## config.mk

```make
export PLATFORM = sky130hd
export DESIGN_NAME = draw_scheduler
export DESIGN_NICKNAME = d
export VERILOG_FILES = /design/src/rtl/draw_scheduler_pkg.sv /design/src/rtl/draw_scheduler_rect_scan_counter.sv /design/src/rtl/draw_scheduler.sv
export SDC_FILE = /design/constraint.sdc
export NUM_CORES = 1
export LEC_CHECK = 0
export CAP_MARGIN = 20
export CORE_UTILIZATION = 46
export CTS_CLUSTER_DIAMETER = 120
export DETAILED_ROUTE_END_ITERATION = 7
export HOLD_SLACK_MARGIN = 0.08
export PLACE_DENSITY_LB_ADDON = 0.15
export SLEW_MARGIN = 25
export SYNTH_ARGS = -nofsm -noshare
export SYNTH_HDL_FRONTEND = slang
export SYNTH_SLANG_ARGS = --single-unit
```

## constraint.sdc

```tcl
create_clock -name clk -period 2.5 [get_ports clk]
set_input_delay 0.375 -clock clk [delete_from_list [all_inputs] [get_ports clk]]
set_output_delay 0.375 -clock clk [all_outputs]
set_load 0.01 [all_outputs]
```

## src/rtl/draw_scheduler_pkg.sv

```systemverilog
// Shared constants, colour codes and state encodings for the frame-buffer write scheduler.
package draw_scheduler_pkg;

  localparam int unsigned SCREEN_W = 160;
  localparam int unsigned SCREEN_H = 120;
  localparam int unsigned X_W      = 8;
  localparam int unsigned Y_W      = 7;
  localparam int unsigned XS_W     = X_W + 1;
  localparam int unsigned YS_W     = Y_W + 1;
  localparam int unsigned BLOCK_H  = 4;
  localparam int unsigned COLOR_W  = 3;

  localparam logic [COLOR_W-1:0] COLOR_BLACK   = 3'b000;
  localparam logic [COLOR_W-1:0] COLOR_BLUE    = 3'b001;
  localparam logic [COLOR_W-1:0] COLOR_GREEN   = 3'b010;
  localparam logic [COLOR_W-1:0] COLOR_CYAN    = 3'b011;
  localparam logic [COLOR_W-1:0] COLOR_RED     = 3'b100;
  localparam logic [COLOR_W-1:0] COLOR_MAGENTA = 3'b101;
  localparam logic [COLOR_W-1:0] COLOR_YELLOW  = 3'b110;
  localparam logic [COLOR_W-1:0] COLOR_WHITE   = 3'b111;
  localparam logic [COLOR_W-1:0] BG_COLOR      = COLOR_BLACK;

  typedef enum logic [2:0] {
    ST_IDLE  = 3'd0,
    ST_CLEAR = 3'd1,
    ST_ERASE = 3'd2,
    ST_DRAW  = 3'd3,
    ST_DONE  = 3'd4
  } state_e;

  function automatic logic is_scan(state_e s);
    return (s == ST_CLEAR) || (s == ST_ERASE) || (s == ST_DRAW);
  endfunction

endpackage

```

## src/rtl/draw_scheduler_rect_scan_counter.sv

```systemverilog
// Row-major pixel counter for one rectangle scan; freezes while en is low.
module rect_scan_counter
  import draw_scheduler_pkg::*;
(
  input  logic           clk,
  input  logic           resetn,
  input  logic           clr,
  input  logic           en,
  input  logic [X_W-1:0] w,
  input  logic [Y_W-1:0] h,
  output logic [X_W-1:0] px,
  output logic [Y_W-1:0] py,
  output logic           last
);

  logic row_end;

  assign row_end = (px == w - X_W'(1));
  assign last    = row_end && (py == h - Y_W'(1));

  always_ff @(posedge clk) begin
    if (!resetn || clr) begin
      px <= '0;
      py <= '0;
    end else if (en) begin
      if (row_end) begin
        px <= '0;
        py <= py + Y_W'(1);
      end else begin
        px <= px + X_W'(1);
      end
    end
  end

endmodule

```

## src/rtl/draw_scheduler.sv

```systemverilog
// Arbitrates clear/erase/draw onto the single VGA write port and scans the granted rectangle.
module draw_scheduler
  import draw_scheduler_pkg::*;
(
  input  logic               clk,
  input  logic               resetn,
  input  logic               clear_req,
  input  logic               erase_req,
  input  logic [X_W-1:0]     erase_x,
  input  logic [Y_W-1:0]     erase_y,
  input  logic [X_W-1:0]     erase_w,
  input  logic               draw_req,
  input  logic [X_W-1:0]     draw_x,
  input  logic [Y_W-1:0]     draw_y,
  input  logic [X_W-1:0]     draw_w,
  input  logic [COLOR_W-1:0] draw_color,
  input  logic               hold,
  output logic               plot,
  output logic [X_W-1:0]     vga_x,
  output logic [Y_W-1:0]     vga_y,
  output logic [COLOR_W-1:0] vga_colour,
  output logic               clear_done,
  output logic               erase_done,
  output logic               draw_done,
  output logic               busy
);

  state_e             state_q;
  state_e             grant_q;
  logic [X_W-1:0]     base_x_q;
  logic [Y_W-1:0]     base_y_q;
  logic [X_W-1:0]     w_q;
  logic [Y_W-1:0]     h_q;
  logic [COLOR_W-1:0] col_q;

  logic               scan;
  logic [X_W-1:0]     px;
  logic [Y_W-1:0]     py;
  logic               last;
  logic [XS_W-1:0]    sum_x;
  logic [YS_W-1:0]    sum_y;
  logic               in_bounds;

  assign scan = is_scan(state_q);

  rect_scan_counter u_scan (
    .clk    (clk),
    .resetn (resetn),
    .clr    (!scan),
    .en     (scan && !hold),
    .w      (w_q),
    .h      (h_q),
    .px     (px),
    .py     (py),
    .last   (last)
  );

  // Arbiter and scan sequencing; the owner is kept so DONE pulses only its done.
  always_ff @(posedge clk) begin
    if (!resetn) begin
      state_q  <= ST_IDLE;
      grant_q  <= ST_IDLE;
      base_x_q <= '0;
      base_y_q <= '0;
      w_q      <= '0;
      h_q      <= '0;
      col_q    <= '0;
    end else begin
      case (state_q)
        ST_IDLE: begin
          if (clear_req) begin
            base_x_q <= '0;
            base_y_q <= '0;
            w_q      <= X_W'(SCREEN_W);
            h_q      <= Y_W'(SCREEN_H);
            col_q    <= BG_COLOR;
            grant_q  <= ST_CLEAR;
            state_q  <= ST_CLEAR;
          end else if (erase_req) begin
            base_x_q <= erase_x;
            base_y_q <= erase_y;
            w_q      <= erase_w;
            h_q      <= Y_W'(BLOCK_H);
            col_q    <= BG_COLOR;
            grant_q  <= ST_ERASE;
            state_q  <= (erase_w == '0) ? ST_DONE : ST_ERASE;
          end else if (draw_req) begin
            base_x_q <= draw_x;
            base_y_q <= draw_y;
            w_q      <= draw_w;
            h_q      <= Y_W'(BLOCK_H);
            col_q    <= draw_color;
            grant_q  <= ST_DRAW;
            state_q  <= (draw_w == '0) ? ST_DONE : ST_DRAW;
          end
        end
        ST_CLEAR, ST_ERASE, ST_DRAW: begin
          if (!hold && last) state_q <= ST_DONE;
        end
        ST_DONE: state_q <= ST_IDLE;
        default: state_q <= ST_IDLE;
      endcase
    end
  end

  // Sums carry one extra bit so wrap-around past the coordinate range clips.
  assign sum_x     = {1'b0, base_x_q} + {1'b0, px};
  assign sum_y     = {1'b0, base_y_q} + {1'b0, py};
  assign in_bounds = (sum_x < XS_W'(SCREEN_W)) && (sum_y < YS_W'(SCREEN_H));

  assign plot       = scan && !hold && in_bounds;
  assign vga_x      = scan ? sum_x[X_W-1:0] : '0;
  assign vga_y      = scan ? sum_y[Y_W-1:0] : '0;
  assign vga_colour = scan ? col_q : '0;
  assign clear_done = (state_q == ST_DONE) && (grant_q == ST_CLEAR);
  assign erase_done = (state_q == ST_DONE) && (grant_q == ST_ERASE);
  assign draw_done  = (state_q == ST_DONE) && (grant_q == ST_DRAW);
  assign busy       = (state_q != ST_IDLE);

endmodule
```

# Word level (Yosys, flattened, before mapping)

Index checks and enable logic that the tools add are counted.
W data, S select, Z words.

$add $sub $neg: 6
Mux-type cells: 29
Reduce and logical (&&, ||, !) cells: 23
Equal/unequal tests: 11
Order comparisons: 2

Operator list:

| kind                  | count |
|---|---|
| $mux W8               | 8 |
| $mux W7               | 7 |
| $mux W3               | 13 |
| $logic_not A8 Y1      | 2 |
| $eq A3 B2 Y1 const B  | 4 |
| $add A8 B8 Y9         | 1 |
| $lt A9 B8 Y1 const B  | 1 |
| $add A7 B7 Y8         | 1 |
| $add A8 B1 Y8 const B | 1 |
| $eq A8 B8 Y1          | 1 |
| $logic_and A1 B1 Y1   | 8 |
| $lt A8 B7 Y1 const B  | 1 |
| $sub A8 B1 Y8 const B | 1 |
| $add A7 B1 Y7 const B | 1 |
| $eq A7 B7 Y1          | 1 |
| $sub A7 B1 Y7 const B | 1 |
| $eq A3 B1 Y1 const B  | 2 |
| $pmux W3 S2           | 1 |
| $reduce_and A2 Y1     | 3 |
| $reduce_bool A3 Y1    | 2 |
| $ne A4 B4 Y1 const B  | 1 |
| $eq A3 B3 Y1 const B  | 1 |
| $logic_not A1 Y1      | 3 |
| $logic_not A3 Y1      | 1 |
| 3 further kinds       | 5 |

Word-level logic and storage cells: 80
Input port bits: 55
Register bits: 54
Output and inout bits: 23

# Logic depth before layout (Yosys ltp)

Depth after elaboration: 6
Mapped depth: 9
Depth with buffers taken out: 9

# Modules after synthesis

Synthesis repeated with hierarchy kept, for this count alone.

Cells, all modules: 434
Area, all modules: 3464.6 sq um

By module, submodules not included:

| module            | cells each | seq. area each (sq um) | times used | area an instance (sq um) |
|---|---|---|---|---|
| draw_scheduler    | 288        | 640.6                  | 1          | 2318.5 |
| rect_scan_counter | 146        | 300.3                  | 1          | 1146.1 |

# Worst setup path after synthesis

OpenSTA, ideal clock, no wires.

Path type: reg-to-output
From: register u_scan.px[0]
To: output port plot
Buffers on the path: 0
Stages on the path, launching flop included: 9
Setup slack: 93 ps
Arrival time: 2032 ps
Required time: 2125 ps
Cell sequence: dfxtp_1 > ha_1 > fa_1 > a211oi_1 > o21bai_1 > a21oi_1 > nand2b_1 > a21boi_0 > o31a_1

Cells in the longest elaborated chain, start to end: 4

RTL lines:

| what                   | RTL line                               | RTL |
|---|---|---|
| start, declared        | draw_scheduler_rect_scan_counter.sv:11 | `output logic [X_W-1:0] px,` |
| start signal, assigned | draw_scheduler_rect_scan_counter.sv:30 | `px <= px + X_W'(1);` |
| $add A8 B8 Y9          | draw_scheduler.sv:107                  | `assign sum_x = {1'b0, base_x_q} + {1'b0, px};` |
| $lt A9 B8 Y1           | draw_scheduler.sv:109                  | `assign in_bounds = (sum_x < XS_W'(SCREEN_W)) && (sum_y < YS_W'(SCREEN_H));` |
| $logic_and A1 B1 Y1    | draw_scheduler.sv:109                  |  |
| $logic_and A1 B1 Y1    | draw_scheduler.sv:111                  | `assign plot = scan && !hold && in_bounds;` |
| end, declared          | draw_scheduler.sv:18                   | `output logic plot,` |

No other way between the ends.

# Worst setup path after layout

From: register u_scan.py[0]
To: output port plot

Cells in the longest elaborated chain, start to end: 4

RTL lines:

| what                   | RTL line                               | RTL |
|---|---|---|
| start, declared        | draw_scheduler_rect_scan_counter.sv:12 | `output logic [Y_W-1:0] py,` |
| start signal, assigned | draw_scheduler_rect_scan_counter.sv:28 | `py <= py + Y_W'(1);` |
| $add A7 B7 Y8          | draw_scheduler.sv:108                  | `assign sum_y = {1'b0, base_y_q} + {1'b0, py};` |
| $lt A8 B7 Y1           | draw_scheduler.sv:109                  |  |
| $logic_and A1 B1 Y1    | draw_scheduler.sv:109                  |  |
| $logic_and A1 B1 Y1    | draw_scheduler.sv:111                  |  |

No other way between the ends.

==> impl_metrics.tcl <==
set metrics [dict create \
    outcome "finished, violations left" \
    violations "setup timing" \
    maxCapViolations 0 \
    cp_data_required_time_ns 2.12 \
    yosysMostFrequentCell "nor2_1" \
    worst-r2r-setup-slack_ns 0.12 \
    track_usage_pct 27.92 \
    numCtsBuffers 5 \
    cts.path.max_buffers 2 \
    path_cells "ha_4 -> inv_2 -> fa_2 -> nand2b_4 -> a211oi_2 -> mux2i_1 -> a211oi_1 -> a21oi_2 -> o31a_1 -> buf_2" \
    min_period_ns 2.771 \
    synth_area_um2 3329 \
    routedWlPerCell_um 15.57 \
    leakagePower_nw 2.122 \
    tritoncts "built" \
    critPathArrivalTime_ns 2.40 \
    drtIter0Drc 350 \
    fillCellCount 573 \
    drtPass1Iterations 4 \
    synth_area_leaders "dfxtp_1 (28%), ha_1 (7.5%), mux2i_1 (6.9%)" \
    ys.flop_type "dfxtp_1" \
    dieArea_um2 7582 \
    cp_num_buf_inv 2 \
    start_util_pct 48.21 \
    cts_sinks 47 \
    place_congestion 0.8780 \
    synth_edf_count 0 \
    p_total_mw 2.261 \
    finalCritPeriodShare_pct 110.8 \
    finalMaxSlewViolations 0 \
    drc_errors 0 \
    die_y_um 87.08 \
    routed_wl_mm 10.15 \
    grt-ovfl-total 0 \
    skew_ns 0.007533 \
    critPathLaunchType "register" \
    setup_slack_ns -0.2709 \
    avgSynthCellArea_um2 7.834 \
    seq_area_um2 957.2 \
    crit_type "reg2out" \
    worst_path_max_delay_cell "dfxtp_2" \
    hp-class "reg2reg" \
    async_reset_ff_share_pct 0 \
    drive_gt1_share_pct 23.20 \
    io_pins 78 \
    grt_max_degree 29 \
    yosysWarnings 0 \
    die_width_um 87.08 \
    fin_tns_setup_ns -0.3954 \
    ant_nets 0 \
    worst_pin_slew_ns 0.5075 \
    synth_seq_cells 47 \
    grt_pass1_vias 3502 \
    viasPerCell 5.551 \
    n_antenna_cell 0 \
    critical-path-top-delay-family "compound AO/OA/AOI/OAI gates" \
    rsz0062_at_grt "true" \
    std_cell_rows 30 \
    critPathCaptureType "primary output" \
    hold_viol_final 0 \
    p_per_area_nw_per_um2 454.7 \
    path_clk_slew_ns 0.09 \
    synth_largest_area_cell "dfxtp_1" \
    synth.top_cells.by_count "nor2_1 (55), dfxtp_1 (47), a21oi_1 (40), nor3_1 (40)" \
    path_max_fanout 2 \
    grt_pass1_wl_mm 16.44 \
    final_util_pct 71.97 \
    syn-num-nets 502 \
    insertion_delay_ns 0.31 \
    cpPeakStageDelay_ns 0.36 \
    dp_hpwl_mm 7.713 \
    multi_input_area_um2 2466 \
    io_buffers 77 \
    synth_seq_area_share_pct 28.26 \
    finalNonFillerCells 652 \
    synth.distinct_cells 52 \
    max_slew_margin_pct 66.04 \
    placed_cells 634 \
    final_nets 632 \
    max_freq_mhz 360.9 \
    synth_cells 425 \
    fp.coreArea_um2 6907 \
    antenna_found_initial 0 \
    num_vias 3619 \
    yosysTopAreaCellShare_pct 28.26 \
    syn_to_final_growth_pct 49.30 \
    finalSetupViolations 4 \
    h-tree-depth 2 \
    irDropWorstVdd_uv 238.9 \
    cts_root_buf "clkbuf_8" \
]
==> state kept, by name, indices dropped and copies added (netlist names) <==
| register | flops |
|---|---|
| base_y_q | 7 |
| col_q | 3 |
| u_scan.py | 7 |
| u_scan.px | 8 |
| h_q | 2 |
| base_x_q | 8 |
| grant_q | 1 |
| w_q | 8 |
| state_q | 3 |
==> cell usage in the layout (no fill, tap or decap), types with 6 or more instances in the layout <==
| cell type | Yosys | routed |
|---|---|---|
| mux2i_1 | 23 | 23 |
| xor2_1 | 14 | 14 |
| clkbuf_8 | 0 | 6 |
| nor2_1 | 55 | 55 |
| dfxtp_2 | 0 | 10 |
| ha_1 | 20 | 15 |
| or3_1 | 6 | 6 |
| a21oi_1 | 40 | 34 |
| and2_1 | 8 | 7 |
| buf_4 | 0 | 63 |
| xnor2_1 | 11 | 9 |
| nand4_1 | 6 | 6 |
| nand2_1 | 23 | 23 |
| dfxtp_1 | 47 | 36 |
| a21oi_2 | 0 | 6 |
| nor4_1 | 12 | 11 |
| nand3_1 | 9 | 9 |
| inv_1 | 11 | 10 |
| nor3_1 | 40 | 40 |
| and3_1 | 7 | 7 |
| clkdlybuf4s50_1 | 0 | 65 |
| o21ai_0 | 10 | 8 |
==> metrics by stage <==
stage	setup slack (ns)	hold WS [ns]	instance area, µm²
final	-0.2709	0.4549	4971
after global routing	-0.3536	0.4888	4971
after CTS	-0.2560	0.4555	4836
after detailed placement	-0.4595	0.4428	4557
after global placement	-0.4257	0.4366	4557
after floorplan	0.09268	0.4273	3329
==> kinds of logic (layout without fill, tap and decap cells) <==
family | after synthesis | in the layout | share of synthesized area, %
compound gates | 88 | 88 | 16.57
mux | 23 | 23 | 6.915
fa+ha+maj | 22 | 22 | 8.719
flops | 47 | 47 | 28.26
xor+xnor | 25 | 25 | 6.576
simple gates | 187 | 188 | 28.75
buf+inv | 33 | 163 | 4.209
==> cell type report <==
cell class | count | area share [%]
timing repair buffer | 144 | 25.45
tap | 96 | 2.416
multi-input combinational | 346 | 49.61
clock inverter | 2 | 0.7803
sequential | 47 | 19.25
clock buffer | 6 | 1.661
inverter | 11 | 0.8306
==> worst register-to-register path: cells and delay by family (launching register included) <==
| kind | cells | cell delay [ns] |
|---|---|---|
| AND/OR/NAND/NOR | 3 | 1.32 |
| XOR/XNOR | 1 | 0.19 |
| flip-flops | 1 | 0.35 |
| AO/OA/AOI/OAI | 2 | 0.29 |
| buffers and inverters | 1 | 0.17 |
==> power by group <==
group | switching, mW | leakage (nW) | total [mW] | internal (mW)
combinational | 0.437 | 1.67 | 0.820 | 0.382
sequential | 0.0489 | 0.388 | 0.848 | 0.799
clock | 0.264 | 0.0618 | 0.593 | 0.329
==> timing repair <==
| action | CTS | global route |
|---|---|---|
| setup endpoints to repair | 12 | 13 |
| resized for setup | 60 | 26 |
| buffers inserted | 7 | 5 |
| gates cloned | 0 | 1 |
| hold buffers | 0 | 0 |
| hold endpoints to repair | 0 | 0 |
| pin swaps | 22 | 21 |
==> per-layer routing <==
layer  vias to the layer above  global-route usage, %  part of all wire (%)
met5                         -                      0                     0
met4                         0                  8.030                   1.6
met3                        12                  4.360                   6.0
met2                       118                  50.47                    51
met1                      1691                  34.05                    41
li1                       1798                      -                     -
==> final timing paths <==
check | start | end | depth (start not counted)
setup / recovery | u_scan.py[0]$_SDFFE_PP0P_ | plot | 10
hold / removal | col_q[2]$_SDFFE_PN0P_ | col_q[2]$_SDFFE_PN0P_ | 2
setup reg to reg | u_scan.px[5]$_SDFFE_PP0P_ | u_scan.py[0]$_SDFFE_PP0P_ | 7
hold reg to reg | col_q[2]$_SDFFE_PN0P_ | col_q[2]$_SDFFE_PN0P_ | 2
No activity file was read; power rests on OpenSTA's default activity.
==> RTL edit (config.mk and constraints unchanged) <==
Add an input register stage for `erase_w`, cleared by the reset; this delays it by one clock. The other inputs are not delayed to match.
--- a/src/rtl/draw_scheduler.sv
+++ b/src/rtl/draw_scheduler.sv
@@ -26,2 +26,12 @@
 );
+
+  logic [X_W-1:0] erase_w_q;
+
+  always_ff @(posedge clk) begin
+    if (!resetn) begin
+      erase_w_q <= '0;
+    end else begin
+      erase_w_q <= erase_w;
+    end
+  end
 
@@ -81,3 +91,3 @@
             base_y_q <= erase_y;
-            w_q      <= erase_w;
+            w_q      <= erase_w_q;
             h_q      <= Y_W'(BLOCK_H);
@@ -85,3 +95,3 @@
             grant_q  <= ST_ERASE;
-            state_q  <= (erase_w == '0) ? ST_DONE : ST_ERASE;
+            state_q  <= (erase_w_q == '0) ? ST_DONE : ST_ERASE;
           end else if (draw_req) begin
Check against the original RTL: not equivalent (Yosys sat finds a counterexample within 4 cycles, from zero or initial values and one cycle with resetn low).
==> RTL edit against the unedited design <==
- register-to-register slack worse by 0.23 ns
- worst setup slack worse by 0.12 ns
- the flow still finishes with violations (setup timing)
- largest cell class unchanged
- count of clock-buffer cells in the layout is 1 lower
- area after synthesis is 0.49% higher
- sequential share of layout area is 2.9 points higher
- sequential cell count is 8 higher
- routed wire length is 1.0% higher
- final area is 1.3% higher
Power is not compared: it rests on default switching activity, and its combinational part moved more than twofold at a synthesized area within 25%.
==> RTL edit: results (changes against the unedited design) <==
| Metric | Value |
|---|---|
| Outcome | finished with violations |
| Failing checks | setup timing |
| Final setup vio count | 9 (+5) |
| First-pass GRT wire length | 15,600 um (-5.4%) |
| Worst slew margin | 0.549 (-0.112) |
| Crit-path max FO | 3 (+1) |
| Share of cells above drive strength 1 | 0.291 (+0.0591) |
| FFs w/ async S/R, synth | 0 (unchanged) |
| Commonest cells in the synthesized netlist | dfxtp_1 (55), nor2_1 (40), nor2b_1 (26), ha_1 (20) |
| Netlist cell types | 58 (+12%) |
| Pwr Density | 688 mW/mm^2 |
| H-tree Lvls | 2 (unchanged) |
| Critical Path AT | 2.52 ns (+0.12 ns) |
| Clk Latency, worst-skew pair | 0.31 ns (about the same) |
| Hold Path Sink | col_q[2]$_SDFFE_PN0P_ |
| Gpl congestion | 0.854 (-2.7%) |
| Hold WS | 0.465 ns (+0.00966 ns) |
| Sequential area share after synthesis | 0.329 (+0.0465) |
| Slowest-stage cell, CP | or4_1 |
| Peak per-stage delay on the critical path | 0.49 ns (+0.13 ns) |
| R2R setup slack | -0.11 ns (-0.23 ns) |
| GRT Overall Usage | 0.261 (-0.0187) |
| Fillers | 527 (-8.0%) |
| Iteration-0 DRC Markers | 254 (-27%) |
| Clock transition at the registers of the reported paths | 0.11 ns (+0.02 ns) |
| DP HPWL | 7130 um (-7.6%) |
| Vias in the first global route | 3,272 (-6.6%) |
| Net count reported at finish | 605 (-4.3%) |
| Vias per cell | 5.60 (+0.80%) |
| Setup ws final | -0.391 ns (-0.120 ns) |
| Cts bufs inserted | 5 (unchanged) |
| Syn Nets | 462 (-8.0%) |
| Hold Crit Start | col_q[2]$_SDFFE_PN0P_ |
| First-pass DRT Iterations | 7 (+3) |
| Synth area leaders | dfxtp_1 (33%), ha_1 (7.5%), a222oi_1 (5.7%), nor2b_1 (4.9%), nor2_1 (4.5%) |
| Top FF cell, synth | dfxtp_1 |
| Clock skew | 0.00769 ns (+0.000154 ns) |
| Input/output buffers | 77 (unchanged) |
| Initial antenna violation count | 0 (unchanged) |
| Setup_tns | -0.900 ns (-0.504 ns) |
| Placed Area | 0.00467 sq mm (+2.5%) |
| Start of the worst register-to-register path | w_q[0]$_SDFFE_PN0P_ |
| P_leak | 0.00207 uW |
| Reg-to-Reg End | u_scan.py[5]$_SDFFE_PP0P_ |
| Wirelength, routed | 10,300 um (+1.0%) |
## RTL edit: cell type report
class                           count  area share
Clock buffer                        5      0.0137
Clock inverter                      3     0.00472
Inverter                           14      0.0104
Multi-Input combinational cell    299       0.467
Sequential cell                    55       0.222
Tap cell                           96      0.0239
Timing Repair Buffer              153       0.259
## RTL edit: metal layers
metal	track usage	wire, um
met1	0.352	4610
met2	0.431	4770
met3	0.0351	587
met4	0.0775	287
met5	0	0
## RTL edit: critical path: cells and delay by family, from the launching register on
family | cells | cell delay [ns]
AOI/OAI and AO/OA | 1 | 0.18
xor gates and xnor gates | 1 | 0.15
adders and majority gates | 2 | 0.48
buffers and inverters | 2 | 0.17
DFF | 1 | 0.37
and+or+nand+nor | 4 | 0.85
## RTL edit: how the worst max path moves through the flow
| stage | start | end | slack, ns |
|---|---|---|---|
| 6_report | u_scan.py[0]$_SDFFE_PP0P_ | plot | -0.39 |
| 5_1_grt | u_scan.py[0]$_SDFFE_PP0P_ | plot | -0.48 |
| 4_1_cts | u_scan.py[0]$_SDFFE_PP0P_ | plot | -0.41 |
| 3_5_place_dp | base_x_q[0]$_SDFFE_PN0P_ | plot | -0.55 |
| 3_3_place_gp | base_x_q[0]$_SDFFE_PN0P_ | plot | -0.47 |
| 2_1_floorplan | u_scan.px[0]$_SDFFE_PP0P_ | plot | 0.01 |
## RTL edit: logic make-up (layout without fill, tap and decap cells)
family | Yosys count | in the layout | share of synthesized area
adders and majority gates | 22 | 22 | 0.0868
muxes | 3 | 3 | 0.00898
AOI/OAI and AO/OA | 90 | 91 | 0.204
and+or+nand+nor | 158 | 158 | 0.255
buffers and inverters | 32 | 175 | 0.0467
DFF | 55 | 55 | 0.329
xor gates and xnor gates | 25 | 25 | 0.0696
## RTL edit: metrics by stage
step	power (uW)	setup slack (ns)	std cells
after floorplan	2090	0.0111	385
after global placement	2730	-0.467	609
after detailed placement	2780	-0.547	609
after CTS	3330	-0.413	624
after global routing	3680	-0.483	625
final	3460	-0.391	625
## RTL edit: power breakdown
part	leakage [uW]	total (uW)	switching (uW)	internal, uW
Combinational	0.00157	1760	945	814
Clock	0.0000461	526	323	203
Sequential	0.000454	1180	160	1020
## RTL edit: repair_timing
action                                  in CTS  in global routing
endpoints found under the setup margin      29                 28
pin swaps                                   18                 17
cloned                                       0                  1
setup buffers                                8                  0
resized for setup                           64                 36
endpoints found under the hold margin        0                  0
